===== src/rtl/mac_accumulator.sv =====
// rtl/mac_accumulator.sv - saturating signed accumulator for runs of multiplier products
// Sums iLen products over a valid/ready handshake and holds the result until accepted.
module mac_accumulator #(
  parameter int PRODUCT_LENGTH = 32,
  parameter int ACC_LENGTH     = 40,
  parameter int COUNT_WIDTH    = 8
) (
  input  logic                      iClk,
  input  logic                      iRst_n,
  input  logic                      iStart,
  input  logic [COUNT_WIDTH-1:0]    iLen,
  input  logic [PRODUCT_LENGTH-1:0] iProduct,
  input  logic                      iProdValid,
  output logic                      oProdReady,
  output logic [ACC_LENGTH-1:0]     oAcc,
  output logic                      oAccValid,
  input  logic                      iAccReady,
  output logic                      oBusy,
  output logic                      oOverflow
);

  typedef enum logic [1:0] {IDLE, ACCUM, DONE} state_t;

  state_t                 state, state_next;
  logic [ACC_LENGTH-1:0]  acc, acc_next;
  logic [COUNT_WIDTH-1:0] count, count_next;
  logic                   overflow, overflow_next;
  logic [ACC_LENGTH:0]    sum;
  logic [ACC_LENGTH-1:0]  sum_sat;
  logic                   sat_hit;

  // One extra bit catches overflow: top two bits disagree only when the true sum left the range.
  always_comb begin
    sum = {acc[ACC_LENGTH-1], acc}
        + {{(ACC_LENGTH - PRODUCT_LENGTH + 1){iProduct[PRODUCT_LENGTH-1]}}, iProduct};
    sat_hit = sum[ACC_LENGTH] ^ sum[ACC_LENGTH-1];
    if (!sat_hit) begin
      sum_sat = sum[ACC_LENGTH-1:0];
    end else if (sum[ACC_LENGTH]) begin
      sum_sat = {1'b1, {(ACC_LENGTH-1){1'b0}}};
    end else begin
      sum_sat = {1'b0, {(ACC_LENGTH-1){1'b1}}};
    end
  end

  always_ff @(posedge iClk or negedge iRst_n) begin
    if (!iRst_n) begin
      state    <= IDLE;
      acc      <= '0;
      count    <= '0;
      overflow <= 1'b0;
    end else begin
      state    <= state_next;
      acc      <= acc_next;
      count    <= count_next;
      overflow <= overflow_next;
    end
  end

  always_comb begin
    state_next    = state;
    acc_next      = acc;
    count_next    = count;
    overflow_next = overflow;
    oProdReady    = 1'b0;
    oAccValid     = 1'b0;
    case (state)
      IDLE: begin
        if (iStart) begin
          acc_next      = '0;
          count_next    = iLen;
          overflow_next = 1'b0;
          // An empty run goes straight to DONE with a zero result.
          state_next    = (iLen == '0) ? DONE : ACCUM;
        end
      end
      ACCUM: begin
        oProdReady = 1'b1;
        if (iProdValid) begin
          acc_next   = sum_sat;
          count_next = count - COUNT_WIDTH'(1);
          if (sat_hit) begin
            overflow_next = 1'b1;
          end
          if (count == COUNT_WIDTH'(1)) begin
            state_next = DONE;
          end
        end
      end
      DONE: begin
        oAccValid = 1'b1;
        if (iAccReady) begin
          state_next = IDLE;
        end
      end
      default: begin
        state_next = IDLE;
      end
    endcase
  end

  assign oAcc      = acc;
  assign oOverflow = overflow;
  assign oBusy     = (state != IDLE);

endmodule


===== config.mk =====
export PLATFORM = sky130hd
export DESIGN_NAME = mac_accumulator
export DESIGN_NICKNAME = d
export VERILOG_FILES = /design/src/rtl/mac_accumulator.sv
export SDC_FILE = /design/constraint.sdc
export NUM_CORES = 1
export LEC_CHECK = 0
export BUFFER_PORTS_ARGS = -buffer_cell sky130_fd_sc_hd__buf_2
export CAP_MARGIN = 20
export CORE_AREA = 2 2 93 95
export DETAILED_ROUTE_END_ITERATION = 12
export DIE_AREA = 0 0 95 97
export HOLD_SLACK_MARGIN = 0.12
export PLACE_DENSITY_LB_ADDON = 0.12
export SKIP_CTS_REPAIR_TIMING = 1
export SYNTH_ARGS = -nofsm -noshare
export SYNTH_HDL_FRONTEND = slang
export SYNTH_SLANG_ARGS = --single-unit

===== constraint.sdc =====
create_clock -name iClk -period 3.7 [get_ports iClk]
set_input_delay 0.37 -clock iClk [delete_from_list [all_inputs] [get_ports iClk]]
set_output_delay 0.37 -clock iClk [all_outputs]
set_load 0.005 [all_outputs]

==> metrics.yaml <==
start_util: 0.565
clkPwrFrac: 0.096
p_int_mw: 2.27
grt_max_degree: 58
num_rows: 33
tns_ns: 0
cts.sinks: 51
slew_viol_final: 0
ys_types: 59
syn_area_mm2: 0.00460
diodes: 0
clk_latency_ns: 0.31
die_x_um: 95
status: "completed"
die_h_um: 97
antenna_found_initial: 0
root_buffer: "clkbuf_8"
clk_path_buf_depth: 2
share_seq_of_total_power: 0.221
cts_tree: "done"
antenna_left: 0
grt-ovfl-total: 0
finalPower_mw: 4.48
drc: 0
drive_above_1_share: 0.198
pwr-share-comb: 0.683
layout_setup_ws_ns: 0.374
crit_slowest_cell: "fa_1"
seq_area_frac_synth: 0.278
skew_ns: 0.00812
syn_avg_cell_area_um2: 7.90
cp-end-kind: "register"
maxSlewHeadroom: 0.317
fin_nets: 738
synthCells: 582
hold_class: "input pin to async pin"
hold_viol: 0
crit_buf_inv: 1
synth_nets: 670
rsz0062_at_grt: "false"
worstMarginPinSlew_ns: 1.03
crit_required_ns: 3.94
dp_cells: 748
cts_buffers: 5
cpPeakStageDelay_ns: 0.43
core_area_mm2: 0.00813
ios: 89
cp_top_family: "compound AO/OA/AOI/OAI gates"
synthFlopType: "dfrtp_1"
vias: 4386
peakVddDrop_mv: 0.764
layout_min_cycle_time_ns: 3.33
cp_cell_sequence: "ha_1, fa_1, a211oi_1, o21a_1, a21oi_1, o211ai_1, o211ai_1, a21oi_1, xor2_2, buf_4, a31oi_1, a21oi_1"
wl_mm: 11.0
die-area_mm2: 0.00922
vias_per_cell: 5.80
instances_no_fill: 756
hold-worst-slack_ns: 0.171
dr.pass1.iters: 5
synth_edf_count: 0
gp_congestion: 0.867
drt_iter0_markers: 216
power_density_mw_per_mm2: 860
cp_max_fo: 25
yosys_register_bits: 51
portBuffers: 88
clk_pin_slew_ns: 0.10
place_ws_ns: 0.312
syn2layout_area_growth_pct: 13.3
switchingPower_mw: 2.21
wl_per_cell_um: 14.6
yosysWarnings: 0
start_kind: "register"
async_flop_share: 1.00
grt_pass1_vias: 4244
hpwl_mm: 8.35
path_class: "register to register"
fin_crit_sh: 0.899
grt_usage: 0.250
cp.arrival_ns: 3.57
maxCapViolations: 0
max_freq_mhz: 301
setup_viol_count_final: 0
crit_top_cell: "a21oi_1"
p_sw_frac: 0.493
htreeDepth: 2
num-fill-cells: 775
p_leak_nw: 2.61
grt_pass1_wl_mm: 19.2
cell usage in the layout, fill, tap and decap left out, drive strengths merged, types with 6 or more instances in the layout:
master,instances
o21bai,8
ha,42
nand3,10
nand2,74
nor2b,7
xnor2,17
clkbuf,6
nor3,8
a31oi,7
inv,11
xor2,18
o21ai,77
nor2,68
nand2b,8
a21o,23
buf,93
a21oi,54
dfrtp,51
state kept, by name, indices dropped and copies added, names as in the netlist:
| register | count |
|---|---|
| state | 2 |
| oOverflow | 1 |
| oAcc | 40 |
| count | 8 |
per-layer routing:
layer,vias to the layer above,wire length [um],GRT usage
li1,2215,-,-
met1,2067,5130,0.332
met2,97,5370,0.432
met3,7,461,0.0358
met4,0,88,0.0457
met5,-,0,0
Yosys cell counts (all sizes together), types with 5 or more instances:
cell    instances  area share
o21ai          77       0.094
nand2          74       0.060
nor2           68       0.056
a21oi          54       0.061
dfrtp          51        0.28
ha             42        0.11
a21o           23       0.038
clkbuf         22       0.019
xor2           18       0.034
xnor2          17       0.032
buf            10       0.014
inv            10      0.0082
nand3          10       0.011
nand2b          8       0.011
nor3            8      0.0087
o21bai          8       0.013
a31oi           7      0.0095
nor2b           7      0.0095
o211ai          5      0.0093
o21a            5      0.0082
worst paths after layout:
| check | startpoint | endpoint | slack [ns] | cells past startpoint |
|---|---|---|---|---|
| setup / recovery | oAcc[0] | oOverflow | 0.37 | 12 |
| hold / removal | iRst_n | oAcc[25] | 0.17 | 2 |
| setup reg to reg | oAcc[0] | oOverflow | 0.37 | 12 |
| hold reg to reg | oAcc[18] | oAcc[18] | 0.51 | 2 |
| max in group asynchronous | iRst_n | oAcc[0] | 3.09 | 2 |
| min in group iClk | iStart | oOverflow | 0.26 | 2 |
cells by family after synthesis:
kind of cell,count (synthesis),share of synthesized area
AO/OA/AOI/OAI,210,0.302
AND/OR/NAND/NOR,200,0.193
flip-flops,51,0.278
XOR/XNOR,35,0.0667
adder cells (fa/ha/maj),43,0.119
multiplexers,1,0.00218
buffers and inverters,42,0.0403
layout make-up:
type | instances | area [um^2] | area share
multi-input cells | 489 | 3150 | 0.605
flip-flops and latches | 51 | 1280 | 0.245
repair buffers | 93 | 490 | 0.0942
well taps | 105 | 131 | 0.0252
clock buffers | 6 | 82.6 | 0.0159
clock inverters | 2 | 38.8 | 0.00745
inverters | 10 | 37.5 | 0.00721
power groups by stage:
stage | Combinational, mW | Clock, mW | Sequential (mW)
6_report | 3.06 | 0.430 | 0.990
5_1_grt | 3.46 | 0.465 | 1.03
4_1_cts | 3.06 | 0.444 | 0.992
3_5_place_dp | 3.05 | 0 | 1.00
3_3_place_gp | 2.99 | 0 | 0.989
2_1_floorplan | 2.32 | 0 | 0.985
through the flow:
| step | cell area (um^2) | util |
|---|---|---|
| floorplan | 4600 | - |
| global placement | 5090 | 0.625 |
| detailed placement | 5090 | 0.625 |
| CTS | 5210 | 0.640 |
| global route | 5210 | 0.640 |
| finish | 5210 | 0.640 |
Note: power is estimated with default switching activity, not from simulation.
